--- src/rtl/imem_loader_pkg.sv ---
// Shared definitions for the boot-time instruction-memory loader.
// Optional trailing checksum byte: define IMEM_LOADER_CHECKSUM_EN.
package imem_loader_pkg;

  localparam int WORD_W = 32;
  localparam int LEN_W  = 16;
  localparam int BYTE_W = 8;

  typedef enum logic [2:0] {
    ST_IDLE    = 3'd0,
    ST_LEN_LO  = 3'd1,
    ST_LEN_HI  = 3'd2,
    ST_DATA    = 3'd3,
    ST_CHK     = 3'd4,
    ST_RELEASE = 3'd5,
    ST_RUN     = 3'd6,
    ST_ERROR   = 3'd7
  } state_e;

  // Running XOR over payload bytes.
  function automatic logic [BYTE_W-1:0] csum_update(input logic [BYTE_W-1:0] acc,
                                                    input logic [BYTE_W-1:0] b);
    return acc ^ b;
  endfunction

endpackage

--- src/rtl/imem_loader_byte_word_assembler.sv ---
// Packs a little-endian byte stream into 32-bit words; word_valid pulses the
// cycle after the 4th byte of a word is strobed in.
module byte_word_assembler
  import imem_loader_pkg::*;
(
  input  logic              clk,
  input  logic              rst,
  input  logic              clear,
  input  logic              strobe,
  input  logic [BYTE_W-1:0] byte_in,
  output logic [WORD_W-1:0] word,
  output logic              word_valid,
  output logic              word_last
);

  logic [1:0]        idx_q, idx_d;
  logic [WORD_W-1:0] shift_q, shift_d;
  logic [WORD_W-1:0] word_q, word_d;
  logic              valid_q, valid_d;

  // Byte placement and word capture
  always_comb begin
    idx_d   = idx_q;
    shift_d = shift_q;
    word_d  = word_q;
    valid_d = 1'b0;
    if (clear) begin
      idx_d   = 2'd0;
      shift_d = '0;
    end else if (strobe) begin
      case (idx_q)
        2'd0:    shift_d[7:0]   = byte_in;
        2'd1:    shift_d[15:8]  = byte_in;
        2'd2:    shift_d[23:16] = byte_in;
        2'd3:    shift_d[31:24] = byte_in;
        default: shift_d        = shift_q;
      endcase
      idx_d = idx_q + 2'd1;
      if (idx_q == 2'd3) begin
        word_d  = shift_d;
        valid_d = 1'b1;
      end else begin
        word_d  = word_q;
        valid_d = 1'b0;
      end
    end else begin
      idx_d = idx_q;
    end
  end

  // State registers
  always_ff @(posedge clk) begin
    if (rst) begin
      idx_q   <= 2'd0;
      shift_q <= '0;
      word_q  <= '0;
      valid_q <= 1'b0;
    end else begin
      idx_q   <= idx_d;
      shift_q <= shift_d;
      word_q  <= word_d;
      valid_q <= valid_d;
    end
  end

  assign word       = word_q;
  assign word_valid = valid_q;
  assign word_last  = strobe && !clear && (idx_q == 2'd3);

endmodule

--- src/rtl/imem_loader.sv ---
// Length-prefixed byte-stream loader for instruction memory; holds the core in
// reset while loading. Optional checksum stage: IMEM_LOADER_CHECKSUM_EN.
module imem_loader
  import imem_loader_pkg::*;
#(
  parameter int ADDR_WIDTH    = 10,
  parameter int RELEASE_DELAY = 4
) (
  input  logic                  clk,
  input  logic                  rst,
  input  logic                  load_start,
  input  logic                  byte_valid,
  input  logic [BYTE_W-1:0]     byte_data,
  output logic                  byte_ready,
  output logic                  imem_we,
  output logic [ADDR_WIDTH-1:0] imem_addr,
  output logic [WORD_W-1:0]     imem_wdata,
  output logic                  core_rst,
  output logic                  done,
  output logic                  err
);

  localparam logic [31:0] CAPACITY = 32'd1 << ADDR_WIDTH;

  state_e                state_q, state_d;
  logic [LEN_W-1:0]      len_q, len_d;
  logic [LEN_W-1:0]      word_cnt_q, word_cnt_d;
  logic [ADDR_WIDTH-1:0] addr_q, addr_d;
  logic [7:0]            rel_cnt_q, rel_cnt_d;
`ifdef IMEM_LOADER_CHECKSUM_EN
  logic [BYTE_W-1:0]     csum_q, csum_d;
`endif

  logic             xfer;
  logic             start;
  logic             asm_strobe;
  logic             asm_last;
  logic             last_word;
  logic [LEN_W-1:0] len_full;
  logic             oversize;

  assign xfer       = byte_valid && byte_ready;
  assign start      = load_start && (state_q inside {ST_IDLE, ST_RUN, ST_ERROR});
  assign asm_strobe = xfer && (state_q == ST_DATA);
  assign len_full   = {byte_data, len_q[7:0]};
  assign oversize   = {16'd0, len_full} > CAPACITY;
  // word_cnt_q still counts words before the one completing now
  assign last_word  = asm_last && (({1'b0, word_cnt_q} + 17'd1) == {1'b0, len_q});

  byte_word_assembler u_asm (
    .clk        (clk),
    .rst        (rst),
    .clear      (start),
    .strobe     (asm_strobe),
    .byte_in    (byte_data),
    .word       (imem_wdata),
    .word_valid (imem_we),
    .word_last  (asm_last)
  );

  // State register
  always_ff @(posedge clk) begin
    if (rst) begin
      state_q <= ST_IDLE;
    end else begin
      state_q <= state_d;
    end
  end

  // Next-state logic
  always_comb begin
    state_d = state_q;
    case (state_q)
      ST_IDLE, ST_RUN, ST_ERROR: begin
        if (load_start) state_d = ST_LEN_LO;
        else            state_d = state_q;
      end
      ST_LEN_LO: begin
        if (xfer) state_d = ST_LEN_HI;
        else      state_d = ST_LEN_LO;
      end
      ST_LEN_HI: begin
        if (!xfer)                   state_d = ST_LEN_HI;
        else if (len_full == 16'd0)  state_d = ST_RELEASE;
        else if (oversize)           state_d = ST_ERROR;
        else                         state_d = ST_DATA;
      end
      ST_DATA: begin
`ifdef IMEM_LOADER_CHECKSUM_EN
        if (last_word) state_d = ST_CHK;
        else           state_d = ST_DATA;
`else
        if (last_word) state_d = ST_RELEASE;
        else           state_d = ST_DATA;
`endif
      end
`ifdef IMEM_LOADER_CHECKSUM_EN
      ST_CHK: begin
        if (!xfer)                   state_d = ST_CHK;
        else if (byte_data == csum_q) state_d = ST_RELEASE;
        else                         state_d = ST_ERROR;
      end
`endif
      ST_RELEASE: begin
        if (rel_cnt_q == 8'd0) state_d = ST_RUN;
        else                   state_d = ST_RELEASE;
      end
      default: state_d = ST_IDLE;
    endcase
  end

  // Moore outputs decoded from the registered state
  always_comb begin
    byte_ready = 1'b0;
    core_rst   = 1'b0;
    done       = 1'b0;
    err        = 1'b0;
    case (state_q)
      ST_LEN_LO, ST_LEN_HI, ST_DATA, ST_CHK: byte_ready = 1'b1;
      ST_RUN: begin
        core_rst = 1'b1;
        done     = 1'b1;
      end
      ST_ERROR: err = 1'b1;
      default:  byte_ready = 1'b0;
    endcase
  end

  // Length capture, word counter, write address and release countdown
  always_comb begin
    len_d      = len_q;
    word_cnt_d = word_cnt_q;
    addr_d     = addr_q;
    rel_cnt_d  = rel_cnt_q;
`ifdef IMEM_LOADER_CHECKSUM_EN
    csum_d     = csum_q;
    if (start)           csum_d = 8'd0;
    else if (asm_strobe) csum_d = csum_update(csum_q, byte_data);
    else                 csum_d = csum_q;
`endif
    if (start) begin
      word_cnt_d = 16'd0;
    end else if (xfer && (state_q == ST_LEN_LO)) begin
      len_d[7:0] = byte_data;
    end else if (xfer && (state_q == ST_LEN_HI)) begin
      len_d[15:8] = byte_data;
    end else if (asm_last) begin
      word_cnt_d = word_cnt_q + 16'd1;
      addr_d     = ADDR_WIDTH'(word_cnt_q);
    end else begin
      len_d = len_q;
    end
    // Countdown is armed on the edge that enters RELEASE
    if ((state_d == ST_RELEASE) && (state_q != ST_RELEASE)) begin
      rel_cnt_d = 8'(RELEASE_DELAY - 1);
    end else if ((state_q == ST_RELEASE) && (rel_cnt_q != 8'd0)) begin
      rel_cnt_d = rel_cnt_q - 8'd1;
    end else begin
      rel_cnt_d = rel_cnt_q;
    end
  end

  // Datapath registers
  always_ff @(posedge clk) begin
    if (rst) begin
      len_q      <= '0;
      word_cnt_q <= '0;
      addr_q     <= '0;
      rel_cnt_q  <= '0;
`ifdef IMEM_LOADER_CHECKSUM_EN
      csum_q     <= '0;
`endif
    end else begin
      len_q      <= len_d;
      word_cnt_q <= word_cnt_d;
      addr_q     <= addr_d;
      rel_cnt_q  <= rel_cnt_d;
`ifdef IMEM_LOADER_CHECKSUM_EN
      csum_q     <= csum_d;
`endif
    end
  end

  assign imem_addr = addr_q;

endmodule

--- config.mk ---
export PLATFORM = sky130hd
export DESIGN_NAME = imem_loader
export DESIGN_NICKNAME = d
export VERILOG_FILES = /design/src/rtl/imem_loader_pkg.sv /design/src/rtl/imem_loader_byte_word_assembler.sv /design/src/rtl/imem_loader.sv
export SDC_FILE = /design/constraint.sdc
export NUM_CORES = 1
export LEC_CHECK = 0
export BUFFER_PORTS_ARGS = -buffer_cell sky130_fd_sc_hd__buf_4
export CORE_ASPECT_RATIO = 0.7
export CORE_UTILIZATION = 46
export CTS_BUF_LIST = sky130_fd_sc_hd__clkbuf_4
export DETAILED_ROUTE_END_ITERATION = 10
export GPL_TIMING_DRIVEN = 0
export PLACE_DENSITY = 0.63
export SLEW_MARGIN = 20
export SYNTH_ARGS = -nofsm -noshare
export SYNTH_HDL_FRONTEND = slang
export SYNTH_HIERARCHICAL = 1
export SYNTH_SLANG_ARGS = --single-unit
--- constraint.sdc ---
create_clock -name clk -period 3.35 [get_ports clk]
set_clock_uncertainty 0.05 [all_clocks]
set_input_delay 0.5025 -clock clk [delete_from_list [all_inputs] [get_ports clk]]
set_output_delay 0.5025 -clock clk [all_outputs]
set_load 0.05 [all_outputs]
==> summary.md <==
| Metric | Value |
|---|---|
| CP max-delay cell | `or4b_4` |
| CTS clk-pin slew, worst paths | `180 ps` |
| Reg2reg path depth | `12` |
| H-tree depth | `3` |
| DRT Pass-1 Iters | `5` |
| Buf/Inv on CP | `4` |
| Unique cell type count in the Yosys netlist | `55` |
| Cts bufs inserted | `9` |
| Number of antenna violations at the first check in global routing | `0` |
| Final worst slack | `279.7 ps` |
| Relative slew margins | `0.5665` |
| CP Launch Type | `flip-flop` |
| Seq cells post-synth | `112` |
| Fin nets | `714` |
| Clk_lat worst skew | `490 ps` |
| IO Pins | `59` |
| Input/output buffers | `58` |
| Layout Utilization | `0.5474` |
| Post-synth top flop | `dfxtp_1` |
| Syn Inst Count | `626` |
| Top cells by area in the synthesized netlist | `dfxtp_1 (42%), nand2_1 (6.8%), mux2i_1 (6.6%), a21oi_1 (5.3%), nor2_1 (4.1%)` |
| Top cells by count, synth | `dfxtp_1 (112), nand2_1 (97), nor2_1 (58)` |
| MaxCap Viol Count | `0` |
| Dpl ws | `-253.0 ps` |
| RSZ-0062 raised after global routing | `no` |
| Clk sink count | `112` |
| Initial Util | `0.4781` |
| Vias per cell | `5.430` |
| CTS tree | `yes` |
| DR DRC count | `0` |
| Initial DRC count | `284` |
| Worst-case clock buffer depth | `2` |
| CP Max Fanout | `12` |
| Vias in the first global route | `4,281` |
| EDFF count, synth | `0` |
| Crit. End Element | `flip-flop` |
| Root Buffer | `clkbuf_4` |
| Die Wd | `130.6 um` |
| CP Depth | `12` |
| Max Transition Viols Final | `0` |
| Most frequent CP cell | `buf_6` |
| GRT overflow | `0` |
| Syn_nets | `644` |
| Status | `complete, no violations` |
| Core area | `0.01113 mm2` |
| Area leader, netlist | `dfxtp_1` |
| Arrival @ worst endpoint | `3410 ps` |
| Lkg Pwr | `2.276 nW` |
| Setup-failing EPs final | `0` |
| Peak VDD IR | `202.7 uV` |
| Hold buffer count at cts | `0` |
| ANT cells | `0` |
| Post-synthesis average cell area | `8.501 um2` |
| YS warnings | `6` |
| Achievable Freq | `0.3257 GHz` |
| Slowest stage delay, CP | `540 ps` |
| Via count | `4,637` |
| Post-route ant nets | `0` |
| Die area | `0.01201 mm2` |
| WL/cell | `15.50 um` |
| Worst Path Required | `3690 ps` |
| Final period utilization | `0.9165` |
| Worst hold stages | `3` |
| GPL Wtd Cong | `0.8771` |
| Post-Syn Area | `0.005321 mm2` |
| Critical path class | `flip-flop to flip-flop` |
| Worst path cell trace | `buf_2 > nand3b_1 > nor2_4 > nand3b_4 > inv_4 > buf_6 > buf_6 > nand4_1 > nor3_2 > nand3_1 > or4b_4 > a221oi_1` |
| Delay-heaviest family, CP | `simple AND/OR/NAND/NOR gates` |
| Most numerous cell in the Yosys netlist | `dfxtp_1` |
| Die Ht | `91.99 um` |
| Gr usage total | `0.2322` |
| Worst hold path type | `input port to flip-flop` |
| Area Growth Syn to Fin | `14.51%` |
| Final WL | `13,240 um` |
| Final Critical Period | `3070 ps` |
| First-pass GRT wire length | `21,610 um` |
| Yosys top cell area share | `0.4213` |
| Cell Rows | `32` |
| Largest net degree at the start of global routing | `19` |
| Final Hold Fails | `0` |
| Post-detail-place hpwl | `9829 um` |
| Post-synthesis async set-or-reset flop share | `0` |
| Worst Max-Slew Pin Slew | `644.7 ps` |
| PwrDens | `375.9 mW/mm2` |
| Share of cells above drive strength 1 | `0.1940` |
| Post-synthesis sequential area ratio | `0.4213` |
==> path summary, 6_finish.rpt <==
check / end / slack [ps] / startpoint
worst max-delay path: rel_cnt_q[1] / 280 / state_q[2]
worst min-delay path: len_q[1] / 230 / byte_data[1]
worst max register to register: rel_cnt_q[1] / 280 / state_q[2]
worst min register to register: u_asm/shift_q[3] / 410 / u_asm/shift_q[3]
==> worst register-to-register path, cell delays in order, from the launching register on <==
cell and delay, ps:
dfxtp_1 350, buf_2 190, nand3b_1 280, nor2_4 260, nand3b_4 180, inv_4 110, buf_6 150, buf_6 180
nand4_1 110, nor3_2 180, nand3_1 100, or4b_4 540, a221oi_1 300
==> cell families after synthesis <==
family          share of synthesized area
simple gates                       0.2314
compound gates                     0.1404
flops                              0.4213
buf+inv                           0.06231
xor+xnor                          0.06254
mux                               0.06795
fa+ha+maj                         0.01411
==> cell usage in the layout, fill, tap and decap left out, types with 4 or more instances in the layout <==
cell type,instances
inv_1,8
a21oi_1,56
a211oi_2,4
nand3_1,40
nor2b_1,7
nor2_1,57
buf_2,17
nand2_1,97
o21ai_0,10
buf_4,70
nor4_1,4
a21oi_2,6
nand4_1,4
xor2_1,15
buf_6,4
or3_1,7
xnor2_1,23
and3_1,4
dfxtp_1,111
clkbuf_4,10
a211oi_1,22
clkbuf_1,15
ha_1,6
mux2i_1,35
nor3_1,13
==> stage by stage <==
step                      cells  hold slack [ps]  power, mW  area, um2  setup TNS (ps)
after floorplan             626            381.9      1.602       5321               0
after global routing        854            203.9      2.384       6093               0
after CTS                   853            195.8      2.301       6072               0
after global placement      837            392.5      1.685       5948           -1296
final                       854            232.8      2.291       6093               0
after detailed placement    837            394.4      1.690       5948           -2967
==> state kept, by name, indices dropped and copies added (netlist names) <==
| register | cells |
|---|---|
| u_asm/idx_q | 2 |
| rel_cnt_q | 8 |
| state_q | 3 |
| imem_addr | 10 |
| u_asm/shift_q | 24 |
| u_asm/word | 32 |
| u_asm/word_valid | 1 |
| len_q | 16 |
| word_cnt_q | 16 |
==> cell type report <==
type / instances / area (um2)
buffer: 51 / 299.0
clock buffer: 9 / 67.56
clock inverter: 7 / 47.55
fill: 1075 / 5037
inverter: 9 / 36.28
multi-input combinational: 454 / 2765
sequential: 112 / 2243
tap: 153 / 191.4
timing repair buffer: 59 / 442.9
==> report_power, final <==
group / switching [mW] / leakage (nW) / internal (mW)
clock: 0.464 / 0.0589 / 0.153
sequential: 0.0181 / 0.903 / 1.35
combinational: 0.195 / 1.31 / 0.106
total: 0.677 / 2.28 / 1.61
==> per-layer routing <==
layer / track usage / up-vias / share of wire
li1: - / 2291 / -
met1: 0.3442 / 2187 / 0.51
met2: 0.3342 / 142 / 0.41
met3: 0.05076 / 17 / 0.063
met4: 0.06226 / 0 / 0.013
met5: 0 / - / 0
==> what timing repair did <==
item | CTS | global route
pin swaps | 0 | 2
buffers inserted | 0 | 1
setup endpoints to repair | 23 | 23
gates resized for setup | 3 | 4
No activity file was read; power rests on OpenSTA's default activity.
